File: src/rtl/f1_lights_seq_if.sv
// Bundle of the light sequencer's control inputs and display/timing outputs.
interface f1_lights_seq_if #(
  parameter int unsigned NUM_LIGHTS = 8,
  parameter int unsigned RT_WIDTH   = 16
);
  logic                  en;
  logic [15:0]           N;
  logic                  trigger;
  logic [7:0]            delay;
  logic                  react;
  logic [NUM_LIGHTS-1:0] data_out;
  logic                  busy;
  logic [RT_WIDTH-1:0]   time_out;
  logic                  time_valid;
  logic                  false_start;

  // Stimulus side: drives controls, observes lamps and timing.
  modport master (
    output en, N, trigger, delay, react,
    input  data_out, busy, time_out, time_valid, false_start
  );

  // Sequencer side.
  modport slave (
    input  en, N, trigger, delay, react,
    output data_out, busy, time_out, time_valid, false_start
  );
endinterface

File: src/rtl/f1_lights_seq.sv
// F1 start-light sequencer with tick divider, programmable hold and reaction timer.
// Optional feature macro: LFSR_DELAY_EN (random hold length = LFSR & delay).
module f1_lights_seq #(
  parameter int unsigned NUM_LIGHTS = 8,
  parameter int unsigned RT_WIDTH   = 16
) (
  input  logic           clk,
  input  logic           rst,
  f1_lights_seq_if.slave bus
);

  localparam int unsigned DIV_W  = 16;
  localparam int unsigned HOLD_W = 8;

  typedef enum logic [1:0] {
    ST_IDLE   = 2'd0,
    ST_FILL   = 2'd1,
    ST_HOLD   = 2'd2,
    ST_TIMING = 2'd3
  } state_t;

  state_t                state_q;
  logic [DIV_W-1:0]      div_q;
  logic [DIV_W-1:0]      n_q;
  logic [HOLD_W-1:0]     hold_q;
  logic [RT_WIDTH-1:0]   rt_q;
  logic [NUM_LIGHTS-1:0] data_q;
  logic [RT_WIDTH-1:0]   time_q;
  logic                  valid_q;
  logic                  fs_q;
  logic                  busy_q;

  logic                  tick;
  logic                  fill_done;
  logic [HOLD_W-1:0]     hold_load;
  logic [RT_WIDTH-1:0]   rt_inc;

  // Divider tick: only counts outside IDLE and only on enabled cycles.
  assign tick = (state_q != ST_IDLE) && bus.en && (div_q == DIV_W'(0));

  // Next shift fills the last lamp when all lower lamps are already lit.
  assign fill_done = &data_q[NUM_LIGHTS-2:0];

  // Saturating increment; also the captured value, so the reported time counts
  // cycles from the lights-out cycle up to and including the react cycle.
  assign rt_inc = (rt_q == {RT_WIDTH{1'b1}}) ? rt_q : rt_q + RT_WIDTH'(1);

`ifdef LFSR_DELAY_EN
  logic [7:0] lfsr_q;
  logic       lfsr_fb;

  assign lfsr_fb = lfsr_q[7] ^ lfsr_q[5] ^ lfsr_q[4] ^ lfsr_q[3];

  // Free-running maximal LFSR, x^8+x^6+x^5+x^4+1.
  always_ff @(posedge clk or posedge rst) begin
    if (rst) begin
      lfsr_q <= 8'h01;
    end else begin
      lfsr_q <= {lfsr_q[6:0], lfsr_fb};
    end
  end

  assign hold_load = lfsr_q & bus.delay;
`else
  assign hold_load = bus.delay;
`endif

  // Sequencer FSM, divider, hold counter and reaction counter.
  always_ff @(posedge clk or posedge rst) begin
    if (rst) begin
      state_q <= ST_IDLE;
      div_q   <= '0;
      n_q     <= '0;
      hold_q  <= '0;
      rt_q    <= '0;
      data_q  <= '0;
      time_q  <= '0;
      valid_q <= 1'b0;
      fs_q    <= 1'b0;
      busy_q  <= 1'b0;
    end else begin
      valid_q <= 1'b0;

      if ((state_q != ST_IDLE) && bus.en) begin
        div_q <= (div_q == DIV_W'(0)) ? n_q : div_q - DIV_W'(1);
      end

      case (state_q)
        ST_IDLE: begin
          if (bus.trigger) begin
            state_q <= ST_FILL;
            div_q   <= bus.N;
            n_q     <= bus.N;
            data_q  <= '0;
            fs_q    <= 1'b0;
            busy_q  <= 1'b1;
          end
        end

        ST_FILL: begin
          if (bus.react) begin
            state_q <= ST_IDLE;
            data_q  <= '0;
            fs_q    <= 1'b1;
            busy_q  <= 1'b0;
          end else if (tick) begin
            data_q <= {data_q[NUM_LIGHTS-2:0], 1'b1};
            if (fill_done) begin
              state_q <= ST_HOLD;
              hold_q  <= hold_load;
            end
          end
        end

        ST_HOLD: begin
          if (bus.react) begin
            state_q <= ST_IDLE;
            data_q  <= '0;
            fs_q    <= 1'b1;
            busy_q  <= 1'b0;
          end else if (tick) begin
            if (hold_q == HOLD_W'(0)) begin
              state_q <= ST_TIMING;
              data_q  <= '0;
              rt_q    <= '0;
            end else begin
              hold_q <= hold_q - HOLD_W'(1);
            end
          end
        end

        ST_TIMING: begin
          if (bus.react) begin
            state_q <= ST_IDLE;
            time_q  <= rt_inc;
            valid_q <= 1'b1;
            busy_q  <= 1'b0;
          end else begin
            rt_q <= rt_inc;
          end
        end

        default: begin
          state_q <= ST_IDLE;
          busy_q  <= 1'b0;
        end
      endcase
    end
  end

  assign bus.data_out    = data_q;
  assign bus.busy        = busy_q;
  assign bus.time_out    = time_q;
  assign bus.time_valid  = valid_q;
  assign bus.false_start = fs_q;

endmodule
File: src/flat_wrapper.sv
// flat-port wrapper written by rule: the top's interface ports become plain ports
module f1_lights_seq_flat 
#(
  parameter int unsigned NUM_LIGHTS = 8,
  parameter int unsigned RT_WIDTH   = 16
)
  (clk, rst, bus_en, bus_N, bus_trigger, bus_delay, bus_react, bus_data_out, bus_busy, bus_time_out, bus_time_valid, bus_false_start);
  f1_lights_seq_if #(.NUM_LIGHTS(NUM_LIGHTS), .RT_WIDTH(RT_WIDTH)) bus_i ();
  input  logic clk;
  input  logic rst;
  input wire logic [$bits(bus_i.en)-1:0] bus_en;
  input wire logic [$bits(bus_i.N)-1:0] bus_N;
  input wire logic [$bits(bus_i.trigger)-1:0] bus_trigger;
  input wire logic [$bits(bus_i.delay)-1:0] bus_delay;
  input wire logic [$bits(bus_i.react)-1:0] bus_react;
  output wire logic [$bits(bus_i.data_out)-1:0] bus_data_out;
  output wire logic [$bits(bus_i.busy)-1:0] bus_busy;
  output wire logic [$bits(bus_i.time_out)-1:0] bus_time_out;
  output wire logic [$bits(bus_i.time_valid)-1:0] bus_time_valid;
  output wire logic [$bits(bus_i.false_start)-1:0] bus_false_start;
  assign bus_i.en = bus_en;
  assign bus_i.N = bus_N;
  assign bus_i.trigger = bus_trigger;
  assign bus_i.delay = bus_delay;
  assign bus_i.react = bus_react;
  assign bus_data_out = bus_i.data_out;
  assign bus_busy = bus_i.busy;
  assign bus_time_out = bus_i.time_out;
  assign bus_time_valid = bus_i.time_valid;
  assign bus_false_start = bus_i.false_start;
  f1_lights_seq #(.NUM_LIGHTS(NUM_LIGHTS), .RT_WIDTH(RT_WIDTH)) u_core (.clk(clk), .rst(rst), .bus(bus_i));
endmodule
File: config.mk
export PLATFORM = sky130hd
export DESIGN_NAME = f1_lights_seq_flat
export DESIGN_NICKNAME = d
export VERILOG_FILES = /design/src/rtl/f1_lights_seq_if.sv /design/src/rtl/f1_lights_seq.sv /design/src/flat_wrapper.sv
export SDC_FILE = /design/constraint.sdc
export NUM_CORES = 1
export LEC_CHECK = 0
export ABC_AREA = 1
export BUFFER_PORTS_ARGS = -buffer_cell sky130_fd_sc_hd__buf_2
export CORE_MARGIN = 4
export CORE_UTILIZATION = 55
export CTS_CLUSTER_DIAMETER = 60
export DETAILED_ROUTE_END_ITERATION = 6
export PLACE_DENSITY = 0.82
export SLEW_MARGIN = 20
export SYNTH_ARGS = -nofsm -noshare
export SYNTH_HDL_FRONTEND = slang
export SYNTH_SLANG_ARGS = --single-unit
File: constraint.sdc
create_clock -name clk -period 4.7 [get_ports clk]
set_input_delay 0.235 -clock clk [delete_from_list [all_inputs] [get_ports clk]]
set_output_delay 0.235 -clock clk [all_outputs]
set_load 0.05 [all_outputs]
# Yosys cells after proc, flatten, opt, wreduce, memory -nomap -nowiden
# Index checks and enable logic that the tools add are counted.
[word_totals] out_inout_bits=27 elab_cells=95 inputBits=29 regBits=85
[classes] mux=41 n_addsub=3 reduce_logical=21 eq_ne=20
[op_table] operator="$mux W16" n=9
[op_table] operator="$mux W8" n=12
[op_table] operator="$pmux W16 S2" n=1
[op_table] operator="$pmux W8 S3" n=1
[op_table] operator="$add A16 B1 Y16 const B" n=1
[op_table] operator="$eq A16 B16 Y1 const B" n=1
[op_table] operator="$logic_not A16 Y1" n=1
[op_table] operator="$mux W2" n=8
[op_table] operator="$pmux W8 S2" n=1
[op_table] operator="$sub A16 B1 Y16 const B" n=1
[op_table] operator="$reduce_and A7 Y1" n=2
[op_table] operator="$ne A2 B1 Y1 const B" n=6
[op_table] operator="$ne A2 B2 Y1 const B" n=6
[op_table] operator="$ne A3 B2 Y1 const B" n=4
[op_table] operator="$reduce_and A5 Y1" n=2
[op_table] operator="$logic_not A8 Y1" n=1
[op_table] operator="$pmux W2 S4" n=1
[op_table] operator="$reduce_bool A2 Y1" n=4
[op_table] operator="$sub A8 B1 Y8 const B" n=1
[op_table] operator="$mux W1" n=6
[op_table] operator="$reduce_and A2 Y1" n=3
[op_table] operator="$reduce_and A6 Y1" n=1
[op_table] operator="$eq A2 B2 Y1 const B" n=2
[op_table] operator="$pmux W1 S2" n=2
[op_table] operator="other kinds (7)" n=8

# Depth between registers and ports, before layout
[depth] ltp_word=6 ltp_mapped=13 mapped_depth_nobuf=13

# Worst setup path after synthesis
# OpenSTA, ideal clock, no wires.
[synth_path] path_type="reg-to-reg" start="register u_core.div_q[0]" end="register u_core.hold_q[0]" period_less_slack_ps=1716 arrival_time_ps=1592 stages_incl_launch_ff=13 setup_time_ps=123 setup_slack_ps=2984 path_buffers=1 t_required_ps=4577 path_cell_list="dfrtp_1 -> inv_1 -> ha_1 -> inv_1 -> nor2_1 -> nand2_1 -> nor2_4 -> nand3_2 -> nand2_2 -> nand3_4 -> buf_6 -> nand2_1 -> o21ai_2"
[synth_between] elab_chain_len=4 word_cells_on_any_way=5 cone_classes="2 x eq/ne; 3 x reduce/logical"
[synth_lines] item="from (decl)" line="f1_lights_seq.sv:23" text="logic [DIV_W-1:0] div_q;"
[synth_lines] item="from (signal assigned)" line="f1_lights_seq.sv:85" text="div_q <= (div_q == DIV_W'(0)) ? n_q : div_q - DIV_W'(1);"
[synth_lines] item="from (signal assigned)" line="f1_lights_seq.sv:92" text="div_q <= bus.N;"
[synth_lines] item="$logic_not A16 Y1 *" line="f1_lights_seq.sv:39" text="assign tick = (state_q != ST_IDLE) && bus.en && (div_q == DIV_W'(0));"
[synth_lines] item="$logic_and A1 B1 Y1 *" line="f1_lights_seq.sv:39"
[synth_lines] item="$ne A2 B1 Y1 (no line)"
[synth_lines] item="$reduce_and A7 Y1 (no line) *"
[synth_lines] item="to (signal assigned)" line="f1_lights_seq.sv:110" text="hold_q <= hold_load;"
[synth_lines] item="to (signal assigned)" line="f1_lights_seq.sv:127" text="hold_q <= hold_q - HOLD_W'(1);"
[synth_lines] item="to (decl)" line="f1_lights_seq.sv:25" text="logic [HOLD_W-1:0] hold_q;"
# Mark *: on every way between the ends. The rest lies on a longest branch, timed or not.
# A chain may end at the register's enable or synchronous reset.

# Worst setup path in the final report
[layout_path] start="register u_core.state_q[0]" end="register u_core.rt_q[11]"
[layout_between] elab_chain_len=5 word_cells_on_any_way=12 cone_classes="6 x eq/ne; 1 x mux; 5 x reduce/logical"
[layout_lines] item="from (decl)" line="f1_lights_seq.sv:22" text="state_t state_q;"
[layout_lines] item="from (signal assigned)" line="f1_lights_seq.sv:71" text="state_q <= ST_IDLE;"
[layout_lines] item="from (signal assigned)" line="f1_lights_seq.sv:91" text="state_q <= ST_FILL;"
[layout_lines] item="from (signal assigned)" line="f1_lights_seq.sv:102" text="state_q <= ST_IDLE;"
[layout_lines] item="$reduce_bool A2 Y1" line="f1_lights_seq.sv:39"
[layout_lines] item="$logic_and A1 B1 Y1 (2 in a row)" line="f1_lights_seq.sv:39"
[layout_lines] item="$ne A2 B1 Y1 (no line)"
[layout_lines] item="$reduce_and A5 Y1 (no line)"
[layout_lines] item="to (signal assigned)" line="f1_lights_seq.sv:139" text="rt_q <= rt_inc;"
[layout_lines] item="to (decl)" line="f1_lights_seq.sv:26" text="logic [RT_WIDTH-1:0] rt_q;"
# Parallel ways exist; a longest one is shown, timed or not.

==> metrics <==
status=completed; CTS tree=done; Starting Density=0.562; ranking of synthesized cells by area=dfrtp_1 44%, nand2_1 19%, inv_1 5.3%; Final Max Slew Viols=0; Post-Syn Instances=658; internal power=0.00162 W; DR iter-0 viols=230; Fin. Hold Viols=0; WP data required=4950 ps; Worst Path Max Fanout=16; largest net degree at the start of global routing=60; post-DR vias/cell=5.22; Synthesized Nets=696; Row Count=34; PwrDens=544 nW/um2; initial antenna violation count=0; Post-CTS Setup Repair Bufs=0; Synth Area in Compound Gates=0.0972; sw frac=0.450; clock skew=9.63 ps; Largest stage delay, worst path=400 ps; max cap viols=0; GRT Util Overall=0.222; combinational share of power=0.428; Leak=2.80 nW; Setup TNS=0 ps; most common cell after layout, fill and taps aside=nand2_1; nets=749; top cell type by total area after synthesis=dfrtp_1; worst hold path type=input pin to flip-flop; Crit Reg-Reg Endpoint=u_core.rt_q[11]; crit-path cells=inv_1 > ha_1 > inv_2 > nand2_1 > inv_2 > nand3_2 > nand2_2 > nand2_2 > nand2_1 > nand2_1; Tightest Pin Transition=800 ps; clock tree buffer depth=2; simple-gate area share of the yosys netlist=0.340; register share of total power=0.385; CP arrival=2900 ps; WL per Instance=12.8 um; switching pwr=0.00132 W; multiplexer share of the synthesized area=0.00206; final setup fails=0; vias in the first global route=4299; area grow syn2layout=11.3%; final wirelength=10.5 mm; Synth Area in XOR/XNOR=0.0217; DP Wirelength=7.77 mm; layout cells sized above 1=0.152; final worst path period share=0.564; reg-to-reg setup timing slack=2050 ps; CORE AREA=8640 um2; RSZ-0062 raised after global routing=false; sequential share of the synthesized area=0.438; top cell type's share of synthesized area=0.438; Inserted Diodes=0; total CTS buffers=9; Die H=102 um; Die Wd=102 um; fmax=377 MHz; commonest non-fill, non-tap cells in the layout=243 x nand2_1, 85 x dfrtp_1, 68 x inv_1, 60 x nor2_1, 55 x buf_2; Netlist cell types=34; total congestion overflow=0; Syn Area/Cell=7.38 um2; detailed-router iteration count before antenna repair=7; worst skew pair latency=350 ps; HP Start=bus_N[1]; largest family of logic cells by synthesized area=simple AND/OR/NAND/NOR gates; FF-to-FF Start=u_core.state_q[0]; Max VDD drop=0.000264 V; Startpoint Class=flip-flop; GP Congestion=0.972; most used cell, CP=nand2_1; adder-cell area share of the yosys netlist=0.0232; DIE AREA=10400 um2; Seq cells post-synth=85; CP Class=flip-flop to flip-flop; CTS root buf=clkbuf_8; clock sink total=85; CP Capture Type=flip-flop; first-pass GRT wire length=18.7 mm; vias=4301; Worst path slowest cell=dfrtp_1; R2R cell count=10; dpl ws=2080 ps; Synth warnings=0; Hold Path Cell Cnt=3; H-tree depth=3; Mapped Area=4850 um2; # DRC=0; CTS clk-pin slew, worst paths=90 ps; clock group share of total power=0.187; Tmin final=2650 ps; number of port buffers=55; Slew headroom=0.466; DRT antenna net count=0; hold endpoint=u_core.n_q[1]; final worst slack=2050 ps; I/O pin count=56
## synthesized netlist by cell type
master,number
mux2i_1,1
nand3b_1,4
a21oi_1,7
nand3_2,4
a21oi_2,2
inv_2,7
ha_1,9
a31oi_1,6
nand2_4,1
xor2_1,10
nor3b_1,1
nor2_1,60
nor2_4,6
nand2_2,4
o22ai_1,1
or2_2,1
o21bai_1,1
nor3_1,3
nand3_4,2
nand2_1,243
nand4_4,1
dfrtp_1,85
buf_6,4
o211ai_1,6
o21ai_0,37
o21ai_2,6
nor2_2,3
buf_2,3
xnor2_1,2
clkbuf_1,8
nand4_1,13
inv_1,69
nand3_1,31
o21ai_1,17
## cells by family (layout without fill, tap and decap cells)
| group | Yosys count | count (layout) |
|---|---|---|
| xor gates and xnor gates | 12 | 12 |
| adders and majority gates | 9 | 9 |
| AOI/OAI and AO/OA | 83 | 83 |
| muxes | 1 | 1 |
| DFF | 85 | 85 |
| buffers and inverters | 91 | 149 |
| and+or+nand+nor | 377 | 377 |
## worst max-delay path by stage
stage                                  from                to  slack, ps  cells after the start
after floorplan                         rst   u_core.bus.busy       2270                      1
after global placement    u_core.state_q[0]  u_core.hold_q[7]       2190                     10
after detailed placement  u_core.state_q[0]   u_core.rt_q[11]       2080                     11
after CTS                 u_core.state_q[0]   u_core.rt_q[11]       2050                     11
after global routing      u_core.state_q[0]   u_core.rt_q[15]       1810                     10
final                     u_core.state_q[0]   u_core.rt_q[11]       2050                     10
## routing by layer
layer  routed length (um)  part of all wire  GRT usage  up-vias
met5                    0                 0          0        -
met4                   99            0.0094     0.0727        0
met3                  372             0.035     0.0280       10
met2                 5360              0.51      0.395       72
met1                 4700              0.45      0.280     2027
li1                     -                 -          -     2192
## flip-flops by register name, indices dropped and copies added, names as in the netlist
| signal | count |
|---|---|
| u_core.bus.busy | 1 |
| u_core.bus.false_start | 1 |
| u_core.bus.time_out | 16 |
| u_core.bus.time_valid | 1 |
| u_core.hold_q | 8 |
| u_core.div_q | 16 |
| u_core.n_q | 16 |
| u_core.rt_q | 16 |
| u_core.bus.data_out | 8 |
| u_core.state_q | 2 |
## power by group through the flow
| stage | Sequential (W) | Clock [W] | Combinational, W |
|---|---|---|---|
| after floorplan | 0.00126 | 0 | 0.000860 |
| after global placement | 0.00114 | 0 | 0.00122 |
| after detailed placement | 0.00115 | 0 | 0.00126 |
| after CTS | 0.00113 | 0.000557 | 0.00126 |
| after global routing | 0.00116 | 0.000586 | 0.00144 |
| final | 0.00113 | 0.000549 | 0.00126 |
## area by class of cell
type	instances	area, um2
fill	777	3230
multi-input combinational	482	2350
sequential	85	2130
timing repair buffer	57	293
inverter	76	287
clock buffer	12	155
tap	108	135
clock inverter	4	55.1
## what timing repair did
action	4_1_cts	5_1_grt
hold endpoints to repair	26	0
hold buffers	1	0
gates resized for setup	0	0
## worst max-delay path: cells and delay by family, from the launching register on
| kind | cells | cell delay, ps |
|---|---|---|
| simple gates | 6 | 1340 |
| buf+inv | 3 | 560 |
| fa+ha+maj | 1 | 250 |
| flops | 1 | 400 |
## through the flow
stage	hold WS (ps)	utilization	instance area, um2	total power (W)	cells
2_1_floorplan	363	-	4850	0.00212	658
3_3_place_gp	242	0.600	5180	0.00236	807
3_5_place_dp	253	0.600	5180	0.00240	807
4_1_cts	93.8	0.626	5400	0.00295	824
5_1_grt	106	0.626	5400	0.00319	824
6_report	99.8	0.626	5400	0.00294	824
(Power assumes the default switching activity.)
